`config.mk`:
```
export PLATFORM = sky130hd
export DESIGN_NAME = circle_drawer_flat
export DESIGN_NICKNAME = d
export VERILOG_FILES = /design/src/rtl/circle_pkg.sv /design/src/rtl/circle_drawer_if.sv /design/src/rtl/circle_octant_point.sv /design/src/rtl/circle_drawer.sv /design/src/flat_wrapper.sv
export SDC_FILE = /design/constraint.sdc
export NUM_CORES = 1
export LEC_CHECK = 0
export BUFFER_PORTS_ARGS = -buffer_cell sky130_fd_sc_hd__clkbuf_2
export CORE_ASPECT_RATIO = 1.1
export CORE_UTILIZATION = 40
export DETAILED_ROUTE_END_ITERATION = 7
export PLACE_DENSITY = 0.59
export SYNTH_ARGS = -nofsm -noshare
export SYNTH_HDL_FRONTEND = slang
export SYNTH_SLANG_ARGS = --single-unit
```
`constraint.sdc`:
```
create_clock -name clk -period 8.2 [get_ports clk]
set_input_delay 2.46 -clock clk [delete_from_list [all_inputs] [get_ports clk]]
set_output_delay 2.46 -clock clk [all_outputs]
set_load 0.05 [all_outputs]
```
`src/rtl/circle_pkg.sv`:
```
// Shared types and constants for the midpoint circle rasteriser.
package circle_pkg;

    // Drawing engine states; ST_IDLE must stay at encoding 0 (reset value).
    typedef enum logic [1:0] {
        ST_IDLE = 2'd0,
        ST_INIT = 2'd1,
        ST_PLOT = 2'd2,
        ST_DONE = 2'd3
    } state_t;

    localparam int SCREEN_W_DEF = 160;
    localparam int SCREEN_H_DEF = 120;

    // Screen coordinates before clipping can be negative or exceed 255.
    typedef logic signed [9:0]  coord_t;
    // Midpoint decision variable.
    typedef logic signed [10:0] crit_t;

endpackage

```
`src/rtl/circle_drawer_if.sv`:
```
// Request and pixel bus between the control logic, the circle engine and the VGA adapter.
//
// Handshake: start is a level request. The engine latches centre/radius/colour on
// the first cycle it samples start=1 while idle, and ignores them afterwards.
// done rises when the outline is finished and stays high until start is sampled
// low; the requester must then hold start low for at least one idle cycle before
// asking again. vga_plot qualifies vga_x/vga_y/vga_colour for exactly one pixel
// per cycle; the address lines are meaningless while vga_plot=0.
interface circle_drawer_if import circle_pkg::*; ();
    logic       start;
    logic [7:0] centre_x;
    logic [6:0] centre_y;
    logic [7:0] radius;
    logic [2:0] colour;
    logic       done;
    logic [7:0] vga_x;
    logic [6:0] vga_y;
    logic [2:0] vga_colour;
    logic       vga_plot;
    state_t     dbg_state;

    modport master (
        output start, centre_x, centre_y, radius, colour,
        input  done, vga_x, vga_y, vga_colour, vga_plot, dbg_state
    );

    modport slave (
        input  start, centre_x, centre_y, radius, colour,
        output done, vga_x, vga_y, vga_colour, vga_plot, dbg_state
    );
endinterface

```
`src/rtl/circle_octant_point.sv`:
```
// Maps one octant of the current (ox, oy) step to a screen pixel and flags
// whether it lands on the visible screen.
module circle_octant_point import circle_pkg::*; #(
    parameter int SCREEN_W = SCREEN_W_DEF,
    parameter int SCREEN_H = SCREEN_H_DEF
) (
    input  logic [2:0] octant_i,
    input  logic [7:0] cx_i,
    input  logic [6:0] cy_i,
    input  logic [7:0] ox_i,
    input  logic [7:0] oy_i,
    output coord_t     x_o,
    output coord_t     y_o,
    output logic       in_bounds_o
);

    coord_t cx, cy, ox, oy;

    // Select the reflected point for this octant, then clip against the screen.
    always_comb begin
        cx = {2'b00, cx_i};
        cy = {3'b000, cy_i};
        ox = {2'b00, ox_i};
        oy = {2'b00, oy_i};
        x_o = cx + ox;
        y_o = cy + oy;
        case (octant_i)
            3'd0: begin x_o = cx + ox; y_o = cy + oy; end
            3'd1: begin x_o = cx + oy; y_o = cy + ox; end
            3'd2: begin x_o = cx - ox; y_o = cy + oy; end
            3'd3: begin x_o = cx - oy; y_o = cy + ox; end
            3'd4: begin x_o = cx - ox; y_o = cy - oy; end
            3'd5: begin x_o = cx - oy; y_o = cy - ox; end
            3'd6: begin x_o = cx + ox; y_o = cy - oy; end
            3'd7: begin x_o = cx + oy; y_o = cy - ox; end
            default: begin x_o = cx; y_o = cy; end
        endcase
        in_bounds_o = !x_o[9] && !y_o[9]
                      && (x_o < coord_t'(SCREEN_W))
                      && (y_o < coord_t'(SCREEN_H));
    end

endmodule

```
`src/rtl/circle_drawer.sv`:
```
// Midpoint circle rasteriser: one candidate outline pixel per clock on the VGA bus.
module circle_drawer import circle_pkg::*; #(
    parameter int SCREEN_W = SCREEN_W_DEF,
    parameter int SCREEN_H = SCREEN_H_DEF
) (
    input  logic           clk,
    input  logic           rst,
    circle_drawer_if.slave bus
);

    state_t            state_q, state_d;
    logic [2:0]        octant_q, octant_d;
    logic [7:0]        ox_q, ox_d, oy_q, oy_d;
    crit_t             crit_q, crit_d;
    logic [7:0]        cx_q, cx_d, r_q, r_d;
    logic [6:0]        cy_q, cy_d;
    logic [2:0]        col_q, col_d;
    logic              done_q, done_d, plot_q, plot_d;
    logic [7:0]        vga_x_q, vga_x_d;
    logic [6:0]        vga_y_q, vga_y_d;
    logic [2:0]        vga_col_q, vga_col_d;

    logic              crit_le0;
    logic [8:0]        oy_n9;
    logic signed [8:0] ox_n9;
    crit_t             oy_n11, ox_n11;
    coord_t            pt_x, pt_y;
    logic              pt_in;

    // The point is computed from next-state values so the registered pixel
    // lines up with the PLOT/octant state it belongs to.
    circle_octant_point #(
        .SCREEN_W (SCREEN_W),
        .SCREEN_H (SCREEN_H)
    ) u_point (
        .octant_i    (octant_d),
        .cx_i        (cx_q),
        .cy_i        (cy_q),
        .ox_i        (ox_d),
        .oy_i        (oy_d),
        .x_o         (pt_x),
        .y_o         (pt_y),
        .in_bounds_o (pt_in)
    );

    // Next-state, midpoint step and registered-output decode.
    always_comb begin
        state_d  = state_q;
        octant_d = octant_q;
        ox_d     = ox_q;
        oy_d     = oy_q;
        crit_d   = crit_q;
        cx_d     = cx_q;
        cy_d     = cy_q;
        r_d      = r_q;
        col_d    = col_q;

        // Candidate loop variables for the end of an 8-octant group. ox can
        // step below zero (radius 0), so it is carried as 9-bit signed.
        crit_le0 = crit_q[10] || (crit_q == '0);
        oy_n9    = {1'b0, oy_q} + 9'd1;
        ox_n9    = crit_le0 ? $signed({1'b0, ox_q}) : $signed({1'b0, ox_q}) - 9'sd1;
        oy_n11   = {2'b00, oy_n9};
        ox_n11   = {{2{ox_n9[8]}}, ox_n9};

        case (state_q)
            ST_IDLE: begin
                if (bus.start) begin
                    cx_d    = bus.centre_x;
                    cy_d    = bus.centre_y;
                    r_d     = bus.radius;
                    col_d   = bus.colour;
                    state_d = ST_INIT;
                end
            end
            ST_INIT: begin
                ox_d     = r_q;
                oy_d     = 8'd0;
                crit_d   = 11'sd1 - crit_t'({3'b000, r_q});
                octant_d = 3'd0;
                state_d  = ST_PLOT;
            end
            ST_PLOT: begin
                if (octant_q != 3'd7) begin
                    octant_d = octant_q + 3'd1;
                end else begin
                    oy_d = oy_n9[7:0];
                    ox_d = ox_n9[7:0];
                    if (crit_le0) crit_d = crit_q + (oy_n11 <<< 1) + 11'sd1;
                    else          crit_d = crit_q + ((oy_n11 - ox_n11) <<< 1) + 11'sd1;
                    if ($signed(oy_n9) > ox_n9) begin
                        state_d = ST_DONE;
                    end else begin
                        octant_d = 3'd0;
                    end
                end
            end
            ST_DONE: begin
                if (!bus.start) state_d = ST_IDLE;
            end
            default: state_d = ST_IDLE;
        endcase

        // High coordinate bits are also required clear so the truncated
        // bus address can never alias an off-screen point.
        plot_d    = (state_d == ST_PLOT) && pt_in
                    && (pt_x[9:8] == 2'b00) && (pt_y[9:7] == 3'b000);
        vga_x_d   = pt_x[7:0];
        vga_y_d   = pt_y[6:0];
        vga_col_d = (state_d == ST_PLOT) ? col_q : 3'd0;
        done_d    = (state_d == ST_DONE);
    end

    // State, datapath and output registers; reset wins over everything.
    always_ff @(posedge clk) begin
        if (rst) begin
            state_q   <= ST_IDLE;
            octant_q  <= 3'd0;
            ox_q      <= 8'd0;
            oy_q      <= 8'd0;
            crit_q    <= '0;
            cx_q      <= 8'd0;
            cy_q      <= 7'd0;
            r_q       <= 8'd0;
            col_q     <= 3'd0;
            done_q    <= 1'b0;
            plot_q    <= 1'b0;
            vga_x_q   <= 8'd0;
            vga_y_q   <= 7'd0;
            vga_col_q <= 3'd0;
        end else begin
            state_q   <= state_d;
            octant_q  <= octant_d;
            ox_q      <= ox_d;
            oy_q      <= oy_d;
            crit_q    <= crit_d;
            cx_q      <= cx_d;
            cy_q      <= cy_d;
            r_q       <= r_d;
            col_q     <= col_d;
            done_q    <= done_d;
            plot_q    <= plot_d;
            vga_x_q   <= vga_x_d;
            vga_y_q   <= vga_y_d;
            vga_col_q <= vga_col_d;
        end
    end

    assign bus.done       = done_q;
    assign bus.vga_plot   = plot_q;
    assign bus.vga_x      = vga_x_q;
    assign bus.vga_y      = vga_y_q;
    assign bus.vga_colour = vga_col_q;
    assign bus.dbg_state  = state_q;

endmodule

```
`src/flat_wrapper.sv`:
```
// flat-port wrapper written by rule: the top's interface ports become plain ports
module circle_drawer_flat import circle_pkg::*;
#(
    parameter int SCREEN_W = SCREEN_W_DEF,
    parameter int SCREEN_H = SCREEN_H_DEF
)
  (clk, rst, bus_start, bus_centre_x, bus_centre_y, bus_radius, bus_colour, bus_done, bus_vga_x, bus_vga_y, bus_vga_colour, bus_vga_plot, bus_dbg_state);
  circle_drawer_if bus_i ();
  input  logic clk;
  input  logic rst;
  input wire logic [$bits(bus_i.start)-1:0] bus_start;
  input wire logic [$bits(bus_i.centre_x)-1:0] bus_centre_x;
  input wire logic [$bits(bus_i.centre_y)-1:0] bus_centre_y;
  input wire logic [$bits(bus_i.radius)-1:0] bus_radius;
  input wire logic [$bits(bus_i.colour)-1:0] bus_colour;
  output wire logic [$bits(bus_i.done)-1:0] bus_done;
  output wire logic [$bits(bus_i.vga_x)-1:0] bus_vga_x;
  output wire logic [$bits(bus_i.vga_y)-1:0] bus_vga_y;
  output wire logic [$bits(bus_i.vga_colour)-1:0] bus_vga_colour;
  output wire logic [$bits(bus_i.vga_plot)-1:0] bus_vga_plot;
  output wire logic [$bits(bus_i.dbg_state)-1:0] bus_dbg_state;
  assign bus_i.start = bus_start;
  assign bus_i.centre_x = bus_centre_x;
  assign bus_i.centre_y = bus_centre_y;
  assign bus_i.radius = bus_radius;
  assign bus_i.colour = bus_colour;
  assign bus_done = bus_i.done;
  assign bus_vga_x = bus_i.vga_x;
  assign bus_vga_y = bus_i.vga_y;
  assign bus_vga_colour = bus_i.vga_colour;
  assign bus_vga_plot = bus_i.vga_plot;
  assign bus_dbg_state = bus_i.dbg_state;
  circle_drawer #(.SCREEN_W(SCREEN_W), .SCREEN_H(SCREEN_H)) u_core (.clk(clk), .rst(rst), .bus(bus_i));
endmodule
```
## After elaboration in Yosys (flattened, before gate mapping)

Index checks and enable logic that the tools add are counted.

| storage, ports and cells | value |
|---|---|
| register bits after elaboration | 78 |
| bits of input ports | 29 |
| output and inout bits | 22 |

| operators by class | value |
|---|---|
| add/sub/neg operators | 17 |
| order comparisons | 3 |
| equal/unequal tests | 14 |
| muxes and demuxes | 18 |
| bitwise logic cells | 1 |
| reduce and logical (&&, ||, !) cells | 26 |

Operator list:

| kind | number |
|---|---|
| one-hot mux 10 bit (4 select lines) | 2 |
| one-hot mux 8 bit (2 select lines) | 2 |
| adder 11 bit | 2 |
| adder 11 x 2 -> 11 bit (second input constant) | 2 |
| two-way mux 11 bit | 2 |
| one-hot mux 11 bit (2 select lines) | 1 |
| adder 7 x 8 -> 9 bit | 2 |
| adder 8 x 8 -> 9 bit | 2 |
| OR reduction 2 bit | 9 |
| subtractor 7 x 8 -> 9 bit | 2 |
| subtractor 8 x 8 -> 9 bit | 2 |
| two-way mux 8 bit | 2 |
| == test 3 bit (second input constant) | 4 |
| logical NOT 11 bit | 1 |
| less-than comparator 10 x 8 -> 1 bit (second input constant) | 1 |
| less-than comparator 10 x 9 -> 1 bit (second input constant) | 1 |
| subtractor 10 x 9 -> 10 bit | 1 |
| adder 8 x 1 -> 9 bit (second input constant) | 1 |
| > comparator 9 bit | 1 |
| two-way mux 9 bit | 1 |
| subtractor 1 x 8 -> 9 bit (first input constant) | 1 |
| subtractor 8 x 1 -> 9 bit (second input constant) | 1 |
| == test 2 bit (second input constant) | 4 |
| two-way mux 2 bit | 4 |
| 17 further kinds | 28 |

## Logic depth before layout (Yosys ltp)

Gate-level depths: netlist of run 1.

| logic depth | value |
|---|---|
| word-level depth | 17 |
| mapped depth | 28 |
| mapped depth without buffers | 27 |

## Modules after synthesis

A second synthesis of run 1 with hierarchy kept.

| unflattened totals | value |
|---|---|
| cells, all modules | 932 |
| area total of the unflattened synthesis | 7,096.8 um^2 |

Modules (own cells, without submodules):

| module | instances | cells an instance | area each (um^2) | sequential area each (um^2) |
|---|---|---|---|---|
| circle_drawer | 1 | 598 | 4,745.8 | 1,561.5 |
| circle_octant_point | 1 | 334 | 2,351.0 | 0.0 |

## Worst setup path after synthesis of run 1

Ideal clock, no wire load.

| timing path | value |
|---|---|
| path type | register to register |
| from | register u_core.crit_q[1] |
| to | register u_core.plot_q, in the netlist u_core.bus.vga_plot |
| arrival | 5,279 ps |
| setup slack | 2,795 ps |
| cell stages (with the launch flop) | 29 |
| buffers on the path | 1 |
| period minus slack after synthesis | 5,405 ps |
| path through | dfxtp_1 -> nor4_1 -> a31oi_2 -> nand2_1 -> or3_4 -> nor3_1 -> xnor2_1 -> ha_1 -> nand3_2 -> o31a_1 -> o31a_1 -> o211ai_2 -> o221ai_2 -> a31o_1 -> buf_6 -> nor2_8 -> mux2i_1 -> ha_1 -> inv_1 -> fa_1 -> nor2b_1 -> o21ai_0 -> a21boi_0 -> o21ai_0 -> nand2b_1 -> xor2_1 -> nor3_1 -> a311oi_1 -> nor4bb_1 |

| between the ends | value |
|---|---|
| longest elaborated chain between the ends | 17 |
| elaborated cells on any way between the ends | 47 |
| those cells by class | add/sub (4); order compare (3); eq/ne (8); mux (11); reduce/logical (21) |

Ends and longest elaborated chain:

| what | line | source |
|---|---|---|
| from (decl) | circle_drawer.sv:14 | `crit_t crit_q, crit_d;` |
| from (signal assigned) | circle_drawer.sv:136 | `crit_q <= crit_d;` |
| logical NOT 11 bit * | circle_drawer.sv:60 | `crit_le0 = crit_q[10] \|\| (crit_q == '0);` |
| logical OR 1 bit * | circle_drawer.sv:60 |  |
| two-way mux 9 bit * | circle_drawer.sv:62 | `ox_n9 = crit_le0 ? $signed({1'b0, ox_q}) : $signed({1'b0, ox_q}) - 9'sd1;` |
| branches (longest 13 deep; another with less-than comparator 10 x 9 -> 1 bit) | - |  |
| logical AND 1 bit * | circle_drawer.sv:107 | `&& (pt_x[9:8] == 2'b00) && (pt_y[9:7] == 3'b000);` |
| to (signal assigned) | circle_drawer.sv:142 | `plot_q <= plot_d;` |
| to (decl) | circle_drawer.sv:18 | `logic done_q, done_d, plot_q, plot_d;` |

Every way passes the cells marked *.
A chain may end at the register's enable or synchronous reset.

## Worst setup path after layout of run 1

Same ends and word-level chain as after synthesis.

==> results of run 1 <==
## path summary, 6_finish.rpt
check                        end  cells past startpoint
max reg2reg  u_core.bus.vga_plot                     28
max          u_core.bus.vga_plot                     28
min reg2reg      u_core.col_q[2]                      2
min              u_core.col_q[2]                      2
## routing by layer
layer / up-vias / global-route usage / routed length (um)
li1: 3158 / - / -
met1: 2848 / 0.252 / 7870
met2: 79 / 0.386 / 9080
met3: 23 / 0.0285 / 428
met4: 0 / 0.0695 / 348
met5: - / 0 / 0
## flip-flops by register name, indices dropped and copies added, names as in the netlist
name,flops
u_core.cy_q,7
u_core.bus.dbg_state,2
u_core.ox_q,8
u_core.cx_q,8
u_core.col_q,3
u_core.bus.vga_y,7
u_core.bus.vga_plot,1
u_core.octant_q,3
u_core.bus.vga_x,8
u_core.r_q,8
u_core.crit_q,11
u_core.oy_q,8
u_core.bus.done,1
u_core.bus.vga_colour,3
## power by group
| group | switching [mW] | internal (mW) |
|---|---|---|
| logic | 0.432 | 0.306 |
| clock network | 0.189 | 0.212 |
| registers | 0.0316 | 0.406 |
| total | 0.653 | 0.925 |
## per-stage QoR
step	cells	util	hold slack [ps]	setup WS (ps)	instance area, sq um
6_report	1154	0.450	453	1520	7620
5_1_grt	1154	0.450	469	945	7620
4_1_cts	1154	0.450	451	1560	7620
3_5_place_dp	1138	0.433	443	1600	7330
3_3_place_gp	1138	0.433	440	1720	7330
2_1_floorplan	884	-	432	2790	6900
## logic make-up after synthesis
| group | synth area share |
|---|---|
| compound gates | 0.211 |
| xor+xnor | 0.0888 |
| fa+ha+maj | 0.175 |
| buf+inv | 0.0451 |
| flops | 0.226 |
| mux | 0.0511 |
| simple gates | 0.202 |
## area by class of cell
type / count / area (sq um)
clock inverters: 7 / 63.8
multi-input cells: 727 / 5030
fillers: 1752 / 9330
well taps: 234 / 293
clock buffers: 9 / 225
inverters: 44 / 165
repair buffers: 55 / 288
flip-flops and latches: 78 / 1560
## cells in the final DEF, fill, tap and decap left out, types with 33 or more instances in the layout
cell type,instances
a21oi_1,76
nand2_1,110
dfxtp_1,78
ha_1,82
nor2_1,83
xnor2_1,41
inv_1,44
clkbuf_2,50
o21ai_0,46
mux2i_1,33
## critical path, delay by kind of cell (launching register included)
family | cells | cell delay, ps
AOI/OAI and AO/OA | 10 | 2630
xor gates and xnor gates | 2 | 320
adders and majority gates | 3 | 970
buffers and inverters | 2 | 270
DFF | 1 | 450
muxes | 1 | 210
and+or+nand+nor | 10 | 1670
==> impl_metrics.yaml, run 1 <==
status:
  run_status: "finished clean"
worst_setup_path:
  timing.rr.start: "u_core.crit_q[1]"
  reg2reg_slack_ps: 1520
  required_ps: 8440
  slowest_stage: "a31oi_2"
  crit_start: "u_core.crit_q[1]"
  crit_arrival_ps: 6910
  path_max_fanout: 17
  path_class: "register to register"
  start_kind: "register"
  cpPeakStageDelay_ps: 680
  endpoint_kind: "register"
logic_synthesis:
  yosysTopAreaCellShare: 0.226
  ys_ff_latch: 78
  synth_area_leaders: "dfxtp_1 23%, ha_1 15%, nand2_1 6.0%, a21oi_1 5.5%, xnor2_1 5.2%"
  syn_inst: 884
  yosysMostFrequentCell: "nand2_1"
  yosysUniqueCellTypes: 64
  yosysSeqAreaShare: 0.226
  synth-main-ff-cell: "dfxtp_1"
  syn_area_sq_um: 6900
  syn_avg_cell_area_sq_um: 7.81
  async_flop_share: 0
  synth_edf_count: 0
  synth.largest_area_cell: "dfxtp_1"
  syn-num-nets: 1004
  yosysWarnings: 0
  synthTopCellsByCount: "110 x nand2_1, 83 x nor2_1, 82 x ha_1"
routing:
  final_antenna_net_count: 0
  vias: 6108
  wl_per_cell_um: 15.4
  drc_errors: 0
  first_pass_iters: 4
  vias_per_cell: 5.29
  drt_iter0_markers: 204
  drt-total-wl_um: 17700
clocking:
  cts_resized: 0
  cts_buffer_depth: 2
  clk_pin_slew_ps: 70
  cts_setup_buffers: 0
  cts-root-buf: "clkbuf_16"
  clock_sinks: 78
  cts_tree: "done"
  cts_buffers: 9
  cts_hold_repair.buffers: 0
  cts_max_level: 3
  clkLatencyLatePin_ps: 360
sta:
  slew_viol_final: 0
  fin_crit_sh: 0.814
  worstMarginPinSlew_ps: 1040
  rsz0062_at_grt: "no"
  fin_crit_ps: 6680
  fmax_mhz: 150
  slew_headroom: 0.306
  finalHoldViolCount: 0
  fin_skew_ps: 8.76
  setup_viol: 0
  tns_ps: 0
grt:
  antenna_found_initial: 0
  first_global_vias: 6126
  grt_use_total: 0.211
  grt_pass1_wl_um: 29700
  grt_max_degree: 75
  gr-total-overflow: 0
pwr:
  vdd.ir_drop.worst_uv: 90.9
  power.total_mw: 1.58
  power_density_nw_per_um2: 207
  p_leak_nw: 3.44
floorplanning:
  dieHeight_um: 140
  coreArea_sq_um: 17000
  start_util: 0.407
  die_w_um: 127
  rows: 50
  ioPinCount: 51
  dieArea_sq_um: 17800
hold_path:
  worstHoldStart: "u_core.col_q[2]"
  min-delay-path-class: "register to register"
placement:
  port-buffer-count: 50
  hpwl_um: 13700
  gp_congestion: 0.852
finish:
  fin_nets: 1035
  layout-drive-gt1-share: 0.0913
  area_delta_synth_final_pct: 10.5
  antennaDiodeCount: 0
run:
  maxCapViolCount: 0
Power figures use the tool's default switching activity.
==> run 2, diff against run 1 <==
--- a/config.mk
+++ b/config.mk
@@ -5,6 +5,7 @@
 export SDC_FILE = /design/constraint.sdc
 export NUM_CORES = 1
 export LEC_CHECK = 0
+export ABC_AREA = 1
 export BUFFER_PORTS_ARGS = -buffer_cell sky130_fd_sc_hd__clkbuf_2
 export CORE_ASPECT_RATIO = 1.1
 export CORE_UTILIZATION = 40
==> constraint.sdc (replaced) <==
create_clock -name clk -period 6.22 [get_ports clk]
set_input_delay 1.866 -clock clk [delete_from_list [all_inputs] [get_ports clk]]
set_output_delay 1.866 -clock clk [all_outputs]
set_load 0.05 [all_outputs]
==> run 2 against run 1 <==
Net effect:
- setup slack lost 930 ps
- synthesized cell count grew 18%
- non-clock buffer count grew 3
- critical endpoint unchanged
==> impl_metrics.yaml, run 2 <==
logic_synthesis:
  yosysUniqueCellTypes: 53
  yosysTopAreaCellShare: 0.217
  synth-main-ff-cell: "dfxtp_1"
  synth_area_leaders: "dfxtp_1 22%, ha_1 14%, nand2_1 10%, a21oi_1 7.0%, inv_1 6.6%"
  syn_area_sq_um: 7180
  syn-num-nets: 1161
  async_flop_share: 0
  syn_avg_cell_area_sq_um: 6.90
  synth_edf_count: 0
  yosysSeqAreaShare: 0.217
  synthTopCellsByCount: "196 x nand2_1, 126 x inv_1, 102 x nor2_1"
  ys_ff_latch: 78
  yosysWarnings: 0
  yosysMostFrequentCell: "nand2_1"
  synth.largest_area_cell: "dfxtp_1"
  syn_inst: 1041
sta:
  fin_skew_ps: 9.61
  fin_crit_sh: 0.904
  setup_viol: 0
  slew_viol_final: 0
  finalHoldViolCount: 0
  fin_crit_ps: 5620
  slew_headroom: 0.379
  fmax_mhz: 178
  holdWs_ps: 435
  rsz0062_at_grt: "no"
  worstMarginPinSlew_ps: 927
  tns_ps: 0
finish:
  largest_register: "u_core.crit_q"
  layout_commonest_cell: "nand2_1"
  area_delta_synth_final_pct: 10.5
  layout-drive-gt1-share: 0.125
  n_fill_cell: 1884
  fin_area_sq_um: 7930
  layout_common_cells: "196 x nand2_1, 126 x inv_1, 102 x nor2_1"
  largest_reg_flops: 11
  fin_nets: 1202
  antennaDiodeCount: 0
  layout.area.seq_sq_um: 1560
  final_cells: 1325
  multi_input_area_sq_um: 4950
floorplanning:
  die_w_um: 130
  dieArea_sq_um: 18500
  coreArea_sq_um: 17600
  ioPinCount: 51
  start_util: 0.408
  rows: 51
  dieHeight_um: 143
worst_setup_path:
  cpPeakStageDelay_ps: 530
  rr_worst_depth: 37
  endpoint_kind: "register"
  start_kind: "register"
  required_ps: 6520
  slowest_stage: "dfxtp_1"
  path_max_fanout: 14
  crit_arrival_ps: 5920
  path_class: "register to register"
placement:
  placed_area_sq_um: 7630
  numPlacedInstances: 1309
  port-buffer-count: 50
  hpwl_um: 16100
  gp_congestion: 0.928
run:
  maxCapViolCount: 0
clocking:
  clk_pin_slew_ps: 70
  clock_sinks: 78
  cts_max_level: 3
  cts_hold_repair.buffers: 0
  cts-root-buf: "clkbuf_16"
  cts_tree: "done"
  cts_buffer_depth: 2
  cts_setup_buffers: 0
  cts_resized: 0
  clkLatencyLatePin_ps: 360
  cts_buffers: 9
routing:
  wl_per_cell_um: 15.0
  drc_errors: 0
  vias: 6706
  drt_iter0_markers: 400
  vias_per_cell: 5.06
  drt-total-wl_um: 19900
  final_antenna_net_count: 0
  first_pass_iters: 5
hold_path:
  min-delay-path-class: "register to register"
  min_path_cells: 2
grt:
  antenna_found_initial: 0
  grt_max_degree: 46
  grt_pass1_wl_um: 32200
  first_global_vias: 6532
  gr-total-overflow: 0
  grt_use_total: 0.227
status:
  run_status: "finished clean"
-- run 2: area by class of cell --
cell class / count / area share
Multi-Input combinational cell: 797 / 0.624
Sequential cell: 78 / 0.197
Inverter: 138 / 0.0653
Timing Repair Buffer: 58 / 0.0391
Tap cell: 238 / 0.0375
Clock buffer: 10 / 0.0289
Clock inverter: 6 / 0.00868
-- run 2: kinds of logic (layout without fill, tap and decap cells) --
| logic type | Yosys count | count (layout) | synth area share |
|---|---|---|---|
| AND/OR/NAND/NOR | 409 | 409 | 0.264 |
| AO/OA/AOI/OAI | 246 | 246 | 0.195 |
| XOR/XNOR | 51 | 51 | 0.0622 |
| adder cells (fa/ha/maj) | 91 | 91 | 0.168 |
| buffers and inverters | 166 | 212 | 0.0937 |
| flip-flops | 78 | 78 | 0.217 |
-- run 2: worst paths after layout --
kind,slack [ps],from,end
worst max-delay path,600,u_core.crit_q[0],u_core.bus.vga_plot
worst min-delay path,430,u_core.col_q[1],u_core.bus.vga_colour[1]
worst max register to register,600,u_core.crit_q[0],u_core.bus.vga_plot
worst min register to register,430,u_core.col_q[1],u_core.bus.vga_colour[1]
-- run 2: critical path, delay by kind of cell, from the launching register on --
family | cells | cell delay (ps)
buf+inv | 3 | 290
xor+xnor | 2 | 340
fa+ha+maj | 2 | 800
flops | 1 | 530
simple gates | 26 | 2570
compound gates | 4 | 1040
-- run 2: per-layer routing --
metal | vias up | global-route usage | part of all wire
li1 | 3534 | - | -
met4 | 0 | 0.0863 | 0.029
met2 | 105 | 0.421 | 0.51
met5 | - | 0 | 0
met1 | 3038 | 0.261 | 0.44
met3 | 29 | 0.0301 | 0.027
-- run 2: through the flow --
stage | utilization | setup WS (ps)
global route | 0.450 | 65.8
CTS | 0.450 | 657
detailed placement | 0.434 | 681
floorplan | - | 1500
global placement | 0.434 | 847
finish | 0.450 | 597
Power of run 2 is left out: the tool's default activity adds up to more than one toggle a clock period on the data nets, which glitch-free logic cannot reach.
==> run 3, diff against run 2 <==
--- a/config.mk
+++ b/config.mk
@@ -6,11 +6,12 @@
 export NUM_CORES = 1
 export LEC_CHECK = 0
 export ABC_AREA = 1
+export ABC_CLOCK_PERIOD_IN_PS = 6220
 export BUFFER_PORTS_ARGS = -buffer_cell sky130_fd_sc_hd__clkbuf_2
-export CORE_ASPECT_RATIO = 1.1
 export CORE_UTILIZATION = 40
 export DETAILED_ROUTE_END_ITERATION = 7
 export PLACE_DENSITY = 0.59
+export REMOVE_ABC_BUFFERS = 1
 export SYNTH_ARGS = -nofsm -noshare
 export SYNTH_HDL_FRONTEND = slang
 export SYNTH_SLANG_ARGS = --single-unit
==> run 3 against run 2 <==
Net effect:
- setup slack gained 1.8 ps
- fmax is essentially flat
- first-iteration DRC count is 18% lower
- clock-buffer cell count decreased by 1
- critical endpoint unchanged
- hold slack gained 0.53 ps
- sequential share of layout area about the same
- clock skew shrank 0.71 ps
==> impl_metrics.yaml, run 3 (synthesis results as in run 2) <==
finish:
  largest_reg_flops: 11
  largest_register: "u_core.crit_q"
  area_delta_synth_final_pct: 10.2
  fin_nets: 1201
  antennaDiodeCount: 0
  n_fill_cell: 1895
  layout_common_cells: "196 x nand2_1, 126 x inv_1, 102 x nor2_1"
  layout_commonest_cell: "nand2_1"
  layout-drive-gt1-share: 0.125
sta:
  rsz0062_at_grt: "no"
  worstMarginPinSlew_ps: 821
  finalHoldViolCount: 0
  setup_viol: 0
  fmax_mhz: 178
  slew_viol_final: 0
  tns_ps: 0
  fin_crit_ps: 5620
  slew_headroom: 0.453
  fin_skew_ps: 8.91
  fin_crit_sh: 0.904
floorplanning:
  start_util: 0.412
  rows: 48
  die_w_um: 136
  coreArea_sq_um: 17400
  dieHeight_um: 136
  dieArea_sq_um: 18500
  ioPinCount: 51
clocking:
  cts_setup_buffers: 0
  clock_sinks: 78
  cts_buffers: 9
  clk_pin_slew_ps: 70
  cts_resized: 0
  cts_hold_repair.buffers: 0
  clkLatencyLatePin_ps: 350
  cts_buffer_depth: 2
  cts_tree: "done"
  cts_max_level: 3
  cts-root-buf: "clkbuf_16"
worst_setup_path:
  timing.rr.start: "u_core.crit_q[0]"
  slowest_stage: "dfxtp_1"
  required_ps: 6520
  path_max_fanout: 14
  crit_arrival_ps: 5920
  cpPeakStageDelay_ps: 550
  reg2reg_slack_ps: 600
  path_class: "register to register"
  timing.rr.end: "u_core.bus.vga_plot"
  endpoint_kind: "register"
  rr_worst_depth: 37
  start_kind: "register"
routing:
  drt-total-wl_um: 19400
  drt_iter0_markers: 329
  vias: 6677
  drc_errors: 0
  wl_per_cell_um: 14.8
  vias_per_cell: 5.09
  first_pass_iters: 4
  final_antenna_net_count: 0
hold_path:
  min_path_cells: 2
  worstHoldStart: "u_core.col_q[0]"
  min-delay-path-class: "register to register"
  min_to: "u_core.bus.vga_colour[0]"
grt:
  grt_pass1_wl_um: 31500
  antenna_found_initial: 0
  first_global_vias: 6538
  grt_max_degree: 46
  gr-total-overflow: 0
  grt_use_total: 0.223
placement:
  gp_congestion: 0.884
  port-buffer-count: 50
  hpwl_um: 15600
run:
  maxCapViolCount: 0
status:
  run_status: "finished clean"
==> run 3: cell types whose count changed in the layout (fill, tap and decap cells not counted), sizes merged <==
cell      previous run  this run
buf                  8         7
clkbuf              60        59
clkinv               6         5
clkinvlp             1         2
inv                136       137
==> run 3: area by class of cell <==
cell class                      count  area, sq um  share of cell area
Clock buffer                        9          225              0.0284
Clock inverter                      7         80.1              0.0101
Inverter                          138          518              0.0654
Multi-Input combinational cell    797         4950               0.625
Sequential cell                    78         1560               0.197
Tap cell                          225          282              0.0356
Timing Repair Buffer               57          303              0.0382
==> run 3: worst max path at each step <==
stage                                start                  end
after detailed placement  u_core.crit_q[0]  u_core.bus.vga_plot
after floorplan           u_core.crit_q[0]  u_core.bus.vga_plot
final                     u_core.crit_q[0]  u_core.bus.vga_plot
after global routing      u_core.crit_q[0]  u_core.bus.vga_plot
after global placement    u_core.crit_q[0]  u_core.bus.vga_plot
after CTS                 u_core.crit_q[0]  u_core.bus.vga_plot
==> run 3: layer usage <==
metal / global-route usage / up-vias / routed length (um)
li1: - / 3520 / -
met1: 0.258 / 3035 / 8670
met2: 0.414 / 100 / 9770
met3: 0.0306 / 22 / 523
met4: 0.0790 / 0 / 451
met5: 0 / - / 0
==> run 3: critical path: cells and delay by family, from the launching register on <==
family	cells	cell delay (ps)
flops	1	550
simple gates	26	2640
xor+xnor	2	340
fa+ha+maj	2	780
compound gates	4	940
buf+inv	3	300
==> run 3: stage by stage <==
stage | utilization | setup WS (ps) | hold WS, ps | cells | cell area, sq um
6_report | 0.455 | 599 | 435 | 1311 | 7920
3_3_place_gp | 0.437 | 752 | 430 | 1295 | 7610
5_1_grt | 0.455 | 4.46 | 475 | 1311 | 7920
2_1_floorplan | - | 1170 | 416 | 1013 | 7030
4_1_cts | 0.455 | 596 | 439 | 1311 | 7920
3_5_place_dp | 0.437 | 636 | 428 | 1295 | 7610
Power of run 3 is left out for the same reason.
